<file path="config.mk">
export PLATFORM = sky130hd
export DESIGN_NAME = coeff_update_sched
export DESIGN_NICKNAME = d
export VERILOG_FILES = /design/src/rtl/coeff_update_sched_pkg.sv /design/src/rtl/coeff_update_sched_bank.sv /design/src/rtl/coeff_update_sched.sv
export SDC_FILE = /design/constraint.sdc
export NUM_CORES = 1
export LEC_CHECK = 0
export ABC_AREA = 0
export BUFFER_PORTS_ARGS = -buffer_cell sky130_fd_sc_hd__clkbuf_2
export CAP_MARGIN = 10
export CORE_ASPECT_RATIO = 0.5
export CORE_MARGIN = 4
export CORE_UTILIZATION = 30
export CTS_CLUSTER_SIZE = 16
export DETAILED_ROUTE_END_ITERATION = 6
export GPL_ROUTABILITY_DRIVEN = 0
export PLACE_DENSITY = 0.58
export SYNTH_ARGS = -nofsm -noshare
export SYNTH_HDL_FRONTEND = slang
export SYNTH_HIERARCHICAL = 1
export SYNTH_SLANG_ARGS = --single-unit
export TNS_END_PERCENT = 10
</file>
<file path="constraint.sdc">
create_clock -name clk_fast -period 2.3 [get_ports clk_fast]
set_clock_uncertainty 0.15 [all_clocks]
set_input_delay 0.46 -clock clk_fast [delete_from_list [all_inputs] [get_ports clk_fast]]
set_output_delay 0.46 -clock clk_fast [all_outputs]
set_load 0.02 [all_outputs]
</file>
<file path="src/rtl/coeff_update_sched_pkg.sv">
// Shared definitions for the biquad coefficient update scheduler:
// FSM state encoding, coefficient width, the zero coefficient and the
// coefficient-generator pipeline latency.
package coeff_pkg;

  localparam int FP_W       = 64;
  localparam logic [FP_W-1:0] FP_ZERO = 64'h0;
  localparam int DP_LATENCY = 48;
  localparam int N_COEFF    = 5;

  typedef enum logic [2:0] {
    ST_IDLE    = 3'd0,
    ST_LAUNCH  = 3'd1,
    ST_WAIT    = 3'd2,
    ST_CAPTURE = 3'd3,
    ST_ARMED   = 3'd4
  } state_e;

endpackage

</file>
<file path="src/rtl/coeff_update_sched_bank.sv">
// One bank of the five biquad coefficients (b0, b1, b2, a1, a2) with a
// synchronous clear and a single load enable so all five move together.
module coeff_bank #(
  parameter int W = coeff_pkg::FP_W
) (
  input  logic                                 clk,
  input  logic                                 clr_i,
  input  logic                                 load_i,
  input  logic [coeff_pkg::N_COEFF-1:0][W-1:0] d_i,
  output logic [coeff_pkg::N_COEFF-1:0][W-1:0] q_o
);
  import coeff_pkg::*;

  logic [N_COEFF-1:0][W-1:0] bank_q;

  // Clear to silence, otherwise load all five coefficients at once or hold.
  always_ff @(posedge clk) begin
    if (clr_i) begin
      for (int i = 0; i < N_COEFF; i++) begin
        bank_q[i] <= W'(FP_ZERO);
      end
    end else if (load_i) begin
      bank_q <= d_i;
    end else begin
      bank_q <= bank_q;
    end
  end

  assign q_o = bank_q;

endmodule

</file>
<file path="src/rtl/coeff_update_sched.sv">
// Coefficient update scheduler: takes a new K, launches it into the
// free-running coefficient pipeline, waits the pipeline latency, captures
// the results into a shadow bank and commits them to the active bank on
// the next audio sample boundary, so the filter never sees a mixed set.
module coeff_update_sched #(
  parameter int K_W     = 18,
  parameter int FP_W    = coeff_pkg::FP_W,
  parameter int LATENCY = coeff_pkg::DP_LATENCY,
  parameter int CNT_W   = 6
) (
  input  logic            clk_fast,
  input  logic            rst,
  input  logic [K_W-1:0]  k_fixed,
  input  logic            k_valid,
  output logic            k_ready,
  input  logic            sample_strobe,
  output logic [K_W-1:0]  dp_k,
  output logic            dp_start,
  input  logic [FP_W-1:0] dp_b0,
  input  logic [FP_W-1:0] dp_b1,
  input  logic [FP_W-1:0] dp_b2,
  input  logic [FP_W-1:0] dp_a1,
  input  logic [FP_W-1:0] dp_a2,
  output logic [FP_W-1:0] b0,
  output logic [FP_W-1:0] b1,
  output logic [FP_W-1:0] b2,
  output logic [FP_W-1:0] a1,
  output logic [FP_W-1:0] a2,
  output logic            coeff_valid,
  output logic            commit,
  output logic            busy
);
  import coeff_pkg::*;

  if (LATENCY < 2 || (2 ** CNT_W) <= LATENCY) begin : g_bad_cfg
    $error("coeff_update_sched: LATENCY must be >= 2 and < 2**CNT_W");
  end

  state_e                    state_q;
  logic [CNT_W-1:0]          cnt_q;
  logic                      pend_v_q;
  logic [K_W-1:0]            pend_k_q;
  logic [K_W-1:0]            last_k_q;
  logic [K_W-1:0]            dp_k_q;
  logic                      dp_start_q;
  logic                      commit_q;
  logic                      coeff_valid_q;
  logic                      busy_q;
  logic                      xfer_s;
  logic                      redundant_s;
  logic                      shadow_ld_s;
  logic                      active_ld_s;
  logic [N_COEFF-1:0][FP_W-1:0] dp_vec_s;
  logic [N_COEFF-1:0][FP_W-1:0] shadow_s;
  logic [N_COEFF-1:0][FP_W-1:0] active_s;

  assign k_ready     = ~pend_v_q & ~rst;
  assign xfer_s      = k_valid & k_ready;
  assign redundant_s = coeff_valid_q & (pend_k_q == last_k_q);
  assign shadow_ld_s = (state_q == ST_CAPTURE);
  assign active_ld_s = (state_q == ST_ARMED) & sample_strobe;
  assign dp_vec_s    = {dp_a2, dp_a1, dp_b2, dp_b1, dp_b0};

  // One-deep pending request slot: filled on a handshake, drained in IDLE.
  always_ff @(posedge clk_fast) begin
    if (rst) begin
      pend_v_q <= 1'b0;
      pend_k_q <= {K_W{1'b0}};
    end else if (xfer_s) begin
      pend_v_q <= 1'b1;
      pend_k_q <= k_fixed;
    end else if (state_q == ST_IDLE && pend_v_q) begin
      pend_v_q <= 1'b0;
    end else begin
      pend_v_q <= pend_v_q;
    end
  end

  // Launch / wait / capture / arm sequencer with registered strobes.
  always_ff @(posedge clk_fast) begin
    if (rst) begin
      state_q       <= ST_IDLE;
      cnt_q         <= {CNT_W{1'b0}};
      dp_k_q        <= {K_W{1'b0}};
      last_k_q      <= {K_W{1'b0}};
      dp_start_q    <= 1'b0;
      commit_q      <= 1'b0;
      coeff_valid_q <= 1'b0;
      busy_q        <= 1'b0;
    end else begin
      dp_start_q <= 1'b0;
      commit_q   <= 1'b0;
      case (state_q)
        ST_IDLE: begin
          if (pend_v_q && !redundant_s) begin
            dp_k_q     <= pend_k_q;
            cnt_q      <= {CNT_W{1'b0}};
            dp_start_q <= 1'b1;
            busy_q     <= 1'b1;
            state_q    <= ST_LAUNCH;
          end else begin
            state_q <= ST_IDLE;
          end
        end
        ST_LAUNCH: begin
          cnt_q   <= cnt_q + CNT_W'(1);
          state_q <= ST_WAIT;
        end
        ST_WAIT: begin
          cnt_q <= cnt_q + CNT_W'(1);
          if (cnt_q == CNT_W'(LATENCY - 1)) begin
            state_q <= ST_CAPTURE;
          end else begin
            state_q <= ST_WAIT;
          end
        end
        ST_CAPTURE: begin
          last_k_q <= dp_k_q;
          state_q  <= ST_ARMED;
        end
        ST_ARMED: begin
          if (sample_strobe) begin
            coeff_valid_q <= 1'b1;
            commit_q      <= 1'b1;
            busy_q        <= 1'b0;
            state_q       <= ST_IDLE;
          end else begin
            state_q <= ST_ARMED;
          end
        end
        default: begin
          busy_q  <= 1'b0;
          state_q <= ST_IDLE;
        end
      endcase
    end
  end

  coeff_bank #(.W(FP_W)) u_shadow (
    .clk    (clk_fast),
    .clr_i  (rst),
    .load_i (shadow_ld_s),
    .d_i    (dp_vec_s),
    .q_o    (shadow_s)
  );

  coeff_bank #(.W(FP_W)) u_active (
    .clk    (clk_fast),
    .clr_i  (rst),
    .load_i (active_ld_s),
    .d_i    (shadow_s),
    .q_o    (active_s)
  );

  assign dp_k        = dp_k_q;
  assign dp_start    = dp_start_q;
  assign commit      = commit_q;
  assign coeff_valid = coeff_valid_q;
  assign busy        = busy_q;
  assign b0          = active_s[0];
  assign b1          = active_s[1];
  assign b2          = active_s[2];
  assign a1          = active_s[3];
  assign a2          = active_s[4];

endmodule

</file>
==> out/results.ini <==
[synthesis]
synth_fp_nets = 2771
ys_ff_latch = 708
synth-warning-count = 6
synth_most_common_cell = dfxtp_1
ys_types = 36
postSynthCellCount = 2428
synth-edff-count = 0
synth_top_area_share_pct = 53.7
synth_top_area_cell = dfxtp_1
synth-main-ff-cell = dfxtp_1
synthTopCellsByArea = dfxtp_1 (54%), mux2i_1 (24%), nor2_1 (9.4%)
seq_area_frac_synth_pct = 53.7
synthArstFlopShare_pct = 0
syn_avg_cell_area_um2 = 10.9
syn_area_mm2 = 0.0264
synthTopCellsByCount = dfxtp_1 (708), nor2_1 (664), mux2i_1 (640)

[drt]
routed_wl_um = 78800
drtPass1Iterations = 7
ant_nets = 0
viasPerCell = 4.41
wire_per_inst_um = 17.0
drc_errors = 0
vias = 20400
drt_iter0_drc = 1106

[worst_setup_path]
crit_end = k_ready
critical_path.startpoint = rst
reg2reg_slack_ps = 220
cpPeakStageDelay_ps = 570
crit_chain = dlygate4sd3_1 -> buf_8 -> nor2_1 -> clkbuf_2
rr_worst_depth = 7
timing.rr.start = state_q[1]
critPathSlowestCell = dlygate4sd3_1
cp_data_arrival_time_ps = 1530
critPathLaunchType = primary input
path_max_fanout = 9
r2r-end = u_shadow/q_o[205]
end_kind = primary output
crit_required_ps = 1690
worstSetupPathType = in2out

[finish]
nets = 3746
ff_latch_area_mm2 = 0.0142
multi_input_area_mm2 = 0.0103
fin_cells = 4630
areaGrowthSynthToFinish_pct = 36.2
nFillCells = 8319
drive_above_1_share_pct = 24.7

[global_route]
overflow = 0
grt_antenna_before_repair = 1
grt_max_degree = 188
grt.busiest_layer = met2
grt_pass1_wl_um = 119000
grt_util_met2_pct = 30.2
grt_usage_pct = 16.4
use_met3_pct = 3.66
grt_pass1_vias = 21000
met1_usage_pct = 17.4

[pwr]
p_per_area_mw_per_mm2 = 714
finalPower_uw = 25700
leakagePower_uw = 0.0139
vdd_drop_max_mv = 0.493

[floorplanning]
fp.dieH_um = 218
die-area_mm2 = 0.0930
ios = 685
rows = 76
start_util_pct = 30.4
coreArea_mm2 = 0.0866
die_x_um = 427

[timing]
worst_pin_slew_ps = 875
max-slew-margin-rel_pct = 41.7
period_share_pct = 93.2
finalCriticalPeriod_ps = 2140
hold_viol = 0
finalSetupTns_ps = 0
setup_viol = 0
rsz0062_at_grt = false
slew_viol_final = 0
max_freq_mhz = 466

[run]
cap_violations = 0

[clocking]
cts_max_level = 3
path_clk_slew_ps = 60
cts_made_buffers = 68
clock-root-buffer = clkbuf_16
clock_sinks = 708
clock_latency_ps = 640
post_cts_buffers = 0
cts_tree = built
clk_path_buf_depth = 3

[worst_hold_path]
holdPathStages = 2
hold_class = reg2reg

[placement]
dp_cells = 4162
port_buffers = 684
dp_hpwl_um = 54900

[status]
status = complete, no violations

## layout make-up
class,instances,share of cell area (%)
Multi-Input combinational cell,1542,28.8
Clock inverter,37,1.26
Sequential cell,708,39.4
Inverter,2,0.0418
Tap cell,1170,4.07
Clock buffer,88,5.11
Timing Repair Buffer,1081,21.3
Antenna cell,2,0.0139
## cells by family (layout without fill, tap and decap cells)
family,count (synthesis),after routing,synth area share (%)
xor+xnor,22,22,0.731
mux,641,641,24.3
fa+ha+maj,1,1,0.0474
compound gates,90,90,2.33
buf+inv,178,1208,7.13
simple gates,788,788,11.7
flops,708,708,53.7
other cells,0,2,0
## state kept, by name, indices dropped and copies added (netlist names)
signal        count
state_q           3
dp_start          1
busy              1
cnt_q             6
commit            1
pend_k_q         18
dp_k             18
u_active/q_o    320
u_shadow/q_o    320
pend_v_q          1
last_k_q         18
coeff_valid       1
## layer usage
metal / vias to the layer above / routed length, um
met5: - / 0
met4: 0 / 4530
met3: 207 / 2970
met2: 406 / 41400
met1: 9674 / 29900
li1: 10100 / -
## worst max-delay path, delay by kind of cell
kind,cells,cell delay (ps)
buffers and inverters,3,940
and+or+nand+nor,1,120
## worst min-delay path by stage
stage           startpoint     endpoint  slack [ps]
2_1_floorplan  last_k_q[0]  last_k_q[0]         300
3_3_place_gp   last_k_q[2]  last_k_q[2]         300
3_5_place_dp   last_k_q[6]  last_k_q[6]         310
4_1_cts        last_k_q[6]  last_k_q[6]         320
5_1_grt        last_k_q[1]  last_k_q[1]         340
6_report       last_k_q[6]  last_k_q[6]         320
## where the power goes
part | internal [uW] | switching (uW)
clock | 6540 | 5120
sequential | 12400 | 73.0
combinational | 825 | 744
## placed cells by master, fill, tap and decap left out, types with 4 or more instances in the layout
master / instances
nand3_1: 4
buf_12: 31
a32oi_1: 18
o311ai_1: 10
o21ai_0: 19
o311ai_0: 9
clkbuf_1: 14
buf_4: 25
a21oi_1: 25
clkbuf_2: 683
clkbuf_16: 68
clkinv_8: 5
a31oi_1: 4
nand2_1: 74
bufinv_16: 7
clkinv_2: 18
clkbuf_8: 6
mux2i_1: 640
dfxtp_1: 708
dlygate4sd3_1: 341
nand4_1: 28
xnor2_1: 20
nor2_1: 664
## through the flow
| stage | util, % | hold slack (ps) | setup WS, ps | instance area (um^2) |
|---|---|---|---|---|
| 3_5_place_dp | 34.9 | 312 | 308 | 30200 |
| 4_1_cts | 41.5 | 321 | 145 | 35900 |
| 6_report | 41.5 | 317 | 156 | 35900 |
| 3_3_place_gp | 34.9 | 305 | 343 | 30200 |
| 2_1_floorplan | - | 299 | 415 | 26400 |
| 5_1_grt | 41.5 | 341 | 133 | 35900 |
## timing repair
item / 4_1_cts / 5_1_grt
hold buffers: 341 / 0
hold endpoints to repair: 345 / 0
gates resized for setup: 0 / 0
Power figures use the tool's default switching activity.
